`src/rtl/arith_pkg.sv`:
```
// Shared arithmetic helpers: default adder geometry and segment index math.
package arith_pkg;

  localparam int unsigned PCSA_WIDTH = 16;
  localparam int unsigned PCSA_SEG_W = 4;

  // Pipeline depth: one register stage per segment.
  function automatic int unsigned nseg(input int unsigned width, input int unsigned seg_w);
    return width / seg_w;
  endfunction

  function automatic int unsigned seg_lsb(input int unsigned k, input int unsigned seg_w);
    return k * seg_w;
  endfunction

endpackage

```
`src/rtl/rca_segment.sv`:
```
// Combinational W-bit ripple-carry adder used for both carry hypotheses of a segment.
module rca_segment #(
  parameter int unsigned W = 4
) (
  input  logic [W-1:0] A,
  input  logic [W-1:0] B,
  input  logic         Cin,
  output logic [W-1:0] sum,
  output logic         Cout
);

  logic [W:0] w_c;

  always_comb begin
    w_c    = '0;
    sum    = '0;
    w_c[0] = Cin;
    for (int i = 0; i < W; i++) begin
      sum[i]   = A[i] ^ B[i] ^ w_c[i];
      w_c[i+1] = (A[i] & B[i]) | (w_c[i] & (A[i] ^ B[i]));
    end
    Cout = w_c[W];
  end

endmodule

```
`src/rtl/pipelined_carry_select_adder.sv`:
```
// Pipelined carry-select adder: one SEG_W-bit segment resolved per register stage,
// valid/ready with full backpressure. Define PCSA_SUB_MODE_EN to add the sub port (A-B).
module pipelined_carry_select_adder
  import arith_pkg::*;
#(
  parameter int unsigned WIDTH = PCSA_WIDTH,
  parameter int unsigned SEG_W = PCSA_SEG_W
) (
  input  logic             clk,
  input  logic             rst,
  input  logic             in_valid,
  output logic             in_ready,
  input  logic [WIDTH-1:0] A,
  input  logic [WIDTH-1:0] B,
  input  logic             Cin,
`ifdef PCSA_SUB_MODE_EN
  input  logic             sub,
`endif
  output logic             out_valid,
  input  logic             out_ready,
  output logic [WIDTH-1:0] sum,
  output logic             Cout,
  output logic             ovf
);

  localparam int unsigned NSEG = nseg(WIDTH, SEG_W);

  // Per-stage record: resolved low sum bits travel with the unconsumed operand bits.
  typedef struct packed {
    logic             valid;
    logic [WIDTH-1:0] sum;
    logic             carry;
    logic             msb_carry;
    logic [WIDTH-1:0] a;
    logic [WIDTH-1:0] b;
  } stage_t;

  stage_t           r_stg [NSEG];
  stage_t           w_src [NSEG];
  stage_t           w_nxt [NSEG];
  logic [NSEG-1:0]  w_valid;
  logic [NSEG-1:0]  w_accept;
  logic [WIDTH-1:0] w_b0;
  logic             w_cin0;

`ifdef PCSA_SUB_MODE_EN
  assign w_b0   = sub ? ~B : B;
  assign w_cin0 = sub | Cin;
`else
  assign w_b0   = B;
  assign w_cin0 = Cin;
`endif

  assign in_ready = w_accept[0];

  for (genvar k = 0; k < NSEG; k++) begin : g_stg
    localparam int unsigned LSB = seg_lsb(k, SEG_W);

    logic [SEG_W-1:0] w_a;
    logic [SEG_W-1:0] w_b;
    logic [SEG_W-1:0] w_s0;
    logic [SEG_W-1:0] w_s1;
    logic [SEG_W-1:0] w_sel;
    logic             w_c0;
    logic             w_c1;
    logic             w_cout;
    logic [WIDTH-1:0] w_sum;

    if (k == 0) begin : g_head
      assign w_src[k] = '{valid: in_valid, sum: '0, carry: w_cin0, msb_carry: 1'b0,
                          a: A, b: w_b0};
    end else begin : g_body
      assign w_src[k] = r_stg[k-1];
    end

    // A stage can load when it is empty or when everything downstream of it moves.
    assign w_valid[k]  = r_stg[k].valid;
    assign w_accept[k] = out_ready | ~(&w_valid[NSEG-1:k]);

    assign w_a = w_src[k].a[LSB +: SEG_W];
    assign w_b = w_src[k].b[LSB +: SEG_W];

    rca_segment #(.W(SEG_W)) u_rca_c0 (
      .A(w_a), .B(w_b), .Cin(1'b0), .sum(w_s0), .Cout(w_c0)
    );

    rca_segment #(.W(SEG_W)) u_rca_c1 (
      .A(w_a), .B(w_b), .Cin(1'b1), .sum(w_s1), .Cout(w_c1)
    );

    assign w_sel  = w_src[k].carry ? w_s1 : w_s0;
    assign w_cout = w_src[k].carry ? w_c1 : w_c0;

    always_comb begin
      w_sum                 = w_src[k].sum;
      w_sum[LSB +: SEG_W]   = w_sel;
    end

    assign w_nxt[k] = '{valid: w_src[k].valid, sum: w_sum, carry: w_cout,
                        msb_carry: w_a[SEG_W-1] ^ w_b[SEG_W-1] ^ w_sel[SEG_W-1],
                        a: w_src[k].a, b: w_src[k].b};

    // Payload only loads with a valid entry, so the output holds the last real result.
    always_ff @(posedge clk or posedge rst) begin
      if (rst) begin
        r_stg[k] <= '0;
      end else if (w_accept[k]) begin
        if (w_src[k].valid) r_stg[k] <= w_nxt[k];
        else                r_stg[k].valid <= 1'b0;
      end
    end
  end

  assign out_valid = r_stg[NSEG-1].valid;
  assign sum       = r_stg[NSEG-1].sum;
  assign Cout      = r_stg[NSEG-1].carry;
  assign ovf       = r_stg[NSEG-1].msb_carry ^ r_stg[NSEG-1].carry;

endmodule

```
`config.mk`:
```
export PLATFORM = sky130hd
export DESIGN_NAME = pipelined_carry_select_adder
export DESIGN_NICKNAME = d
export VERILOG_FILES = /design/src/rtl/arith_pkg.sv /design/src/rtl/rca_segment.sv /design/src/rtl/pipelined_carry_select_adder.sv
export SDC_FILE = /design/constraint.sdc
export NUM_CORES = 1
export LEC_CHECK = 0
export CORE_UTILIZATION = 30
export CTS_CLUSTER_SIZE = 10
export DETAILED_ROUTE_END_ITERATION = 12
export HOLD_SLACK_MARGIN = 0.05
export PLACE_DENSITY = 0.49
export SYNTH_ARGS = -nofsm -noshare
export SYNTH_HDL_FRONTEND = slang
export SYNTH_SLANG_ARGS = --single-unit
```
`constraint.sdc`:
```
create_clock -name clk -period 4.2 [get_ports clk]
set_clock_uncertainty 0.1 [all_clocks]
set_input_delay 1.26 -clock clk [delete_from_list [all_inputs] [get_ports clk]]
set_output_delay 1.26 -clock clk [all_outputs]
set_load 0.01 [all_outputs]
```
==> results of run 1 <==
## through the flow
stage	instance area, um^2	hold slack [ps]	utilization (%)	cells
floorplan	4420	375	-	309
global placement	5060	384	34.9	528
detailed placement	5060	388	34.9	528
CTS	5350	406	37.0	544
global route	5350	412	37.0	544
finish	5350	402	37.0	544
## Yosys cell counts
| cell | count | area (um^2) |
|---|---|---|
| dfrtp_1 | 97 | 2430 |
| mux2_2 | 74 | 833 |
| inv_1 | 41 | 154 |
| buf_4 | 19 | 143 |
| fa_1 | 12 | 240 |
| ha_1 | 9 | 113 |
| mux2i_1 | 8 | 80.1 |
| a21oi_1 | 7 | 35.0 |
| mux2_4 | 7 | 105 |
| buf_6 | 6 | 67.6 |
| a31oi_1 | 5 | 31.3 |
| xor2_1 | 5 | 43.8 |
| nand2_1 | 3 | 11.3 |
| nand2b_1 | 3 | 18.8 |
| nor2_1 | 2 | 7.51 |
| buf_12 | 1 | 20.0 |
| inv_2 | 1 | 3.75 |
| nand2_2 | 1 | 6.26 |
| nand2_4 | 1 | 11.3 |
| nand3b_4 | 1 | 20.0 |
| o21ai_0 | 1 | 5.00 |
| o21ai_2 | 1 | 8.76 |
| o21ai_4 | 1 | 16.3 |
| o21bai_1 | 1 | 7.51 |
| or2_2 | 1 | 6.26 |
| xnor2_1 | 1 | 8.76 |
## layer usage
metal  global-route usage, %  wire length [um]
met4                    4.97               129
met5                       0                 0
met2                    15.6              3110
met3                    2.21               213
met1                    14.6              3590
## worst min path at each step
stage	endpoint	slack [ps]	from	depth (start not counted)
2_1_floorplan	sum[0]$_DFFE_PP0P_	370	g_stg[3].w_sum[0]$_DFFE_PP0P_	1
3_5_place_dp	g_stg[3].w_sum[4]$_DFFE_PP0P_	390	g_stg[2].w_sum[4]$_DFFE_PP0P_	1
3_3_place_gp	g_stg[3].w_sum[3]$_DFFE_PP0P_	380	g_stg[2].w_sum[3]$_DFFE_PP0P_	1
4_1_cts	g_stg[3].w_sum[4]$_DFFE_PP0P_	410	g_stg[2].w_sum[4]$_DFFE_PP0P_	1
6_report	g_stg[3].w_sum[3]$_DFFE_PP0P_	400	g_stg[2].w_sum[3]$_DFFE_PP0P_	1
5_1_grt	sum[6]$_DFFE_PP0P_	410	sum[6]$_DFFE_PP0P_	1
## state kept, by name, summed over array words and instances, names as in the netlist
register,flops
g_stg.w_b,12
sum,16
g_stg.w_sum,24
Cout,1
out_valid,1
g_stg.w_a,12
r_stg,31
## report_power, final
| group | switching, W | internal (W) | leakage (nW) |
|---|---|---|---|
| sequential | 0.000186 | 0.00126 | 1.12 |
| combinational | 0.000401 | 0.000612 | 1.13 |
| clock | 0.000350 | 0.000463 | 0.135 |
## area by class of cell
| class | count | area [um^2] | area share, % |
|---|---|---|---|
| flip-flops and latches | 97 | 2430 | 45.3 |
| multi-input cells | 144 | 1620 | 30.2 |
| repair buffers | 61 | 623 | 11.6 |
| well taps | 184 | 230 | 4.30 |
| clock buffers | 10 | 229 | 4.28 |
| inverters | 42 | 160 | 2.99 |
| clock inverters | 6 | 66.3 | 1.24 |
## cells by family after synthesis
| group | count (synthesis) | synth area share (%) |
|---|---|---|
| AOI/OAI and AO/OA | 16 | 2.35 |
| xor gates and xnor gates | 6 | 1.19 |
| adders and majority gates | 21 | 7.98 |
| buffers and inverters | 68 | 8.77 |
| DFF | 97 | 54.9 |
| muxes | 89 | 23.0 |
| and+or+nand+nor | 12 | 1.84 |
==> impl_metrics.csv, run 1 <==
group,metric,value,unit
critical_path,crit_type,"primary input to primary output",
route,drt_pre_antenna_iters,3,
critical_path,crit_end,"in_ready",
clock_tree,postCtsSetupBuffers,0,
placed_design,routabilityCongestion,0.689,
critical_path,crit_buf_inv,2,
power,peakVddDrop,174,uV
critical_path,crit_path_start,"out_ready",
route,postRouteAntennaNets,0,
floorplanning,io_pins,57,
outcome,status,"finished clean",
timing,period_share,96.2,%
route,routed_wl,7.05,mm
grt,grt_max_degree,51,
critical_path,start_kind,"primary input",
final_layout,area_delta_synth_final,21.0,%
clock_tree,cts.sinks,97,
clock_tree,insertion_delay,340,ps
final_layout,final_common_cell,"dfrtp_1",
floorplanning,core_area,14500,um^2
grt,antenna_found_initial,0,
yosys,synth_nets,367,
yosys,ys_ff_latch,97,
critical_path,r2r_end,"r_stg[32]$_DFFE_PP0P_",
power,p_leak,2.39,nW
critical_path,reg2regPathDepth,11,
timing,fin_crit,4040,ps
route,drc,0,
critical_path,required,2840,ps
route,viasPerCell,4.17,
floorplanning,start_util,30.6,%
final_layout,drive_above_1_share,30.3,%
clock_tree,cts_inserted_buffers,9,
critical_path,reg2reg_from,"g_stg[3].w_b[0]$_DFFE_PP0P_",
clock_tree,clk_pin_slew_worst_paths,60,ps
yosys,syn_area,4420,um^2
floorplanning,die_area,15200,um^2
route,dr_total_vias,2270,
floorplanning,die_y,123,um
grt,grt_usage,10.5,%
worst_hold_path,hold_path_class,"flip-flop to flip-flop",
floorplanning,num_rows,44,
clock_tree,cts_resized,0,
clock_tree,clockBufferDepth,2,
critical_path,critical_path.top_delay_family,"buffers and inverters",
critical_path,crit_path_end_kind,"primary output",
route,drt_iter0_drc,47,
clock_tree,cts_tree,"built",
critical_path,critPathMaxStageDelay,490,ps
yosys,ys_warn_count,0,
grt,grt_pass1_wl,12.0,mm
critical_path,cp_slowest_cell,"clkdlybuf4s50_1",
clock_tree,cts-htree-levels,3,
final_layout,final_cell_mix,"97 x dfrtp_1, 74 x mux2_2, 56 x clkdlybuf4s50_1, 40 x inv_1, 12 x fa_1",
timing,max_slew.worst_pin.slew,603,ps
critical_path,crit_cells,4,
route,drt-wirelength-per-cell,13.0,um
critical_path,reg2reg_slack,1520,ps
timing,setup_viol,0,
final_layout,finish.net_count,413,
critical_path,path_max_fanout,2,
final_layout,diodes,0,
floorplanning,die_width,123,um
critical_path,cpMostUsedCell,"clkdlybuf4s50_1",
timing,fin_ws,159,ps
clock_tree,cts-hold-fix-buffers,0,
power,p_total,0.00327,W
timing,hold_viol,0,
critical_path,cp_cell_sequence,"clkdlybuf4s50_1, nand3b_4, or2_2, clkdlybuf4s50_1",
yosys,postSynthAreaPerCell,14.3,um^2
placed_design,port-buffer-count,56,
yosys,yosysSeqAreaShare,54.9,%
placed_design,place_ws,173,ps
grt,grt_overflow,0,
timing,rsz0062_at_grt,"false",
timing,relSlewSlack,59.8,%
timing,fmax,0.247,GHz
timing,finalSetupTns,0,ps
placed_design,dp_hpwl,5.10,mm
clock_tree,root_buffer,"clkbuf_16",
flow_run,cap_violations,0,
timing,slew_viol_final,0,
critical_path,crit_arrival,2680,ps
power,p_per_area,611,nW/um^2
yosys,syn_inst,309,
yosys,synth_cell_types,26,
final_layout,fillCellCount,1399,
grt,grt_pass1_vias,2364,
(Power assumes the default switching activity.)
==> run 2, diff against run 1 <==
--- a/config.mk
+++ b/config.mk
@@ -8,7 +8,7 @@
 export CORE_UTILIZATION = 30
 export CTS_CLUSTER_SIZE = 10
 export DETAILED_ROUTE_END_ITERATION = 12
-export HOLD_SLACK_MARGIN = 0.05
+export HOLD_SLACK_MARGIN = 0.12
 export PLACE_DENSITY = 0.49
 export SYNTH_ARGS = -nofsm -noshare
 export SYNTH_HDL_FRONTEND = slang
==> results of run 2 <==
Final layout, timing and power as in run 1 (identical DEF).
==> run 3, diff against run 2 <==
--- a/config.mk
+++ b/config.mk
@@ -5,11 +5,11 @@
 export SDC_FILE = /design/constraint.sdc
 export NUM_CORES = 1
 export LEC_CHECK = 0
-export CORE_UTILIZATION = 30
+export CORE_UTILIZATION = 55
 export CTS_CLUSTER_SIZE = 10
 export DETAILED_ROUTE_END_ITERATION = 12
 export HOLD_SLACK_MARGIN = 0.12
-export PLACE_DENSITY = 0.49
+export PLACE_DENSITY = 0.79
 export SYNTH_ARGS = -nofsm -noshare
 export SYNTH_HDL_FRONTEND = slang
 export SYNTH_SLANG_ARGS = --single-unit
==> run 3 against run 2 <==
Against the previous run: hold slack better by 6.5 ps; non-clock buffer count unchanged; via count is 1.4% higher; sequential share of layout area increased by 1.9 points; critical path depth unchanged; design area is 4.0% lower; clock power is 25% lower; maximum frequency is 0.51% higher; critical endpoint unchanged.
==> impl_metrics.csv, run 3 (synthesis gave the netlist of run 1 again) <==
group,metric,value,unit
route,dr_total_vias,2302,
clock_tree,cts_inserted_buffers,9,
worst_hold_path,hold_path_class,"flip-flop to flip-flop",
route,viasPerCell,4.99,
route,postRouteAntennaNets,0,
timing,setup_viol,0,
critical_path,cpMostUsedCell,"clkdlybuf4s50_1",
critical_path,reg2regPathDepth,11,
route,drt-wirelength-per-cell,13.8,um
critical_path,crit_end,"in_ready",
clock_tree,postCtsSetupBuffers,0,
floorplanning,die_area,8410,um^2
flow_run,cap_violations,0,
route,drc,0,
floorplanning,io_pins,57,
critical_path,reg2reg_slack,1540,ps
timing,finalSetupTns,0,ps
clock_tree,insertion_delay,360,ps
grt,grt.busiest_layer,"met2",
clock_tree,cts-htree-levels,3,
route,drt_pre_antenna_iters,4,
critical_path,critPathMaxStageDelay,480,ps
critical_path,cp_cell_sequence,"clkdlybuf4s50_1, nand3b_4, or2_2, clkdlybuf4s50_1",
clock_tree,cts_resized,0,
critical_path,reg2reg_from,"g_stg[3].w_b[0]$_DFFE_PP0P_",
final_layout,final_common_cell,"dfrtp_1",
timing,max_slew.worst_pin.slew,790,ps
critical_path,crit_path_start,"out_ready",
grt,grt_usage,17.1,%
critical_path,crit_arrival,2660,ps
critical_path,required,2840,ps
placed_design,port-buffer-count,56,
critical_path,crit_type,"primary input to primary output",
timing,slew_viol_final,0,
placed_design,routabilityCongestion,0.762,
floorplanning,start_util,57.0,%
clock_tree,cts.sinks,97,
critical_path,cp_slowest_cell,"clkdlybuf4s50_1",
grt,grt_overflow,0,
critical_path,crit_path_end_kind,"primary output",
critical_path,start_kind,"primary input",
final_layout,drive_above_1_share,30.4,%
placed_design,placed_area,4930,um^2
timing,fmax,0.249,GHz
power,peakVddDrop,243,uV
final_layout,largest_reg_flops,31,
critical_path,r2r_end,"r_stg[32]$_DFFE_PP0P_",
final_layout,final_cell_area,5140,um^2
grt,grt_pass1_wl,11.1,mm
power,p_leak,2.34,nW
final_layout,multi_input_area,1610,um^2
floorplanning,die_y,91.7,um
floorplanning,die_width,91.7,um
clock_tree,root_buffer,"clkbuf_8",
clock_tree,clockBufferDepth,2,
final_layout,diodes,0,
power,p_per_area,596,nW/um^2
final_layout,area_delta_synth_final,16.1,%
clock_tree,cts_tree,"built",
critical_path,path_max_fanout,2,
grt,grt_pass1_vias,2355,
final_layout,finish.net_count,413,
outcome,status,"finished clean",
floorplanning,core_area,7770,um^2
grt,gr-usage-met3,4.31,%
final_layout,seq_area,2430,um^2
final_layout,fillCellCount,606,
grt,use_met2,27.4,%
placed_design,dp_hpwl,4.70,mm
floorplanning,num_rows,32,
clock_tree,clk_pin_slew_worst_paths,80,ps
route,drt_iter0_drc,85,
grt,grtUsageMet1,23.3,%
timing,relSlewSlack,47.1,%
final_layout,final_cell_mix,"97 x dfrtp_1, 74 x mux2_2, 56 x clkdlybuf4s50_1, 40 x inv_1, 12 x fa_1",
placed_design,dp.cells,446,
clock_tree,cts-hold-fix-buffers,0,
grt,grt_max_degree,51,
timing,fin_crit,4020,ps
timing,hold_viol,0,
route,routed_wl,6.36,mm
grt,antenna_found_initial,0,
timing,period_share,95.7,%
timing,rsz0062_at_grt,"false",
final_layout,fin_cells,461,
final_layout,top_register,"r_stg",
run 3: cell count changes in the layout (fill, tap and decap cells not counted), sizes merged:
cell,previous run,this run
inv,43,42
clkbuf,10,11
clkinv,1,0
run 3: worst max-delay path: cells and delay by family:
kind                   cells  cell delay [ps]
buffers and inverters      2              910
AND/OR/NAND/NOR            2              500
run 3: final cells by class:
type / instances / share of cell area [%]
repair buffers: 61 / 11.9
inverters: 42 / 3.12
multi-input cells: 144 / 31.3
well taps: 102 / 2.48
clock buffers: 11 / 2.95
flip-flops and latches: 97 / 47.2
clock inverters: 4 / 1.02
run 3: metrics by stage:
| step | setup slack, ps | hold slack [ps] | util [%] | total power (W) |
|---|---|---|---|---|
| 4_1_cts | 181 | 413 | 66.2 | 0.00310 |
| 2_1_floorplan | 306 | 375 | - | 0.00220 |
| 6_report | 179 | 409 | 66.2 | 0.00306 |
| 5_1_grt | 157 | 424 | 66.2 | 0.00329 |
| 3_5_place_dp | 201 | 391 | 63.5 | 0.00250 |
| 3_3_place_gp | 196 | 385 | 63.5 | 0.00244 |
run 3: per-layer routing:
layer,vias up,part of all wire (%)
met1,1169,47
met3,7,3.2
met4,0,1.5
met2,39,48
li1,1087,-
met5,-,0
run 3: how the worst min path moves through the flow:
stage / start / to / cells past startpoint
6_report: g_stg[2].w_sum[2]$_DFFE_PP0P_ / g_stg[2].w_sum[2]$_DFFE_PP0P_ / 1
5_1_grt: g_stg[2].w_a[1]$_DFFE_PP0P_ / g_stg[2].w_a[1]$_DFFE_PP0P_ / 1
4_1_cts: g_stg[2].w_sum[2]$_DFFE_PP0P_ / g_stg[2].w_sum[2]$_DFFE_PP0P_ / 1
3_5_place_dp: g_stg[2].w_sum[2]$_DFFE_PP0P_ / g_stg[2].w_sum[2]$_DFFE_PP0P_ / 1
3_3_place_gp: r_stg[133]$_DFFE_PP0P_ / g_stg[3].w_a[3]$_DFFE_PP0P_ / 1
2_1_floorplan: g_stg[3].w_sum[0]$_DFFE_PP0P_ / sum[0]$_DFFE_PP0P_ / 1
run 3: where the power goes:
part | total (W) | internal [W] | switching (W)
clock | 0.000606 | 0.000304 | 0.000302
combinational | 0.00101 | 0.000609 | 0.000399
sequential | 0.00145 | 0.00126 | 0.000192
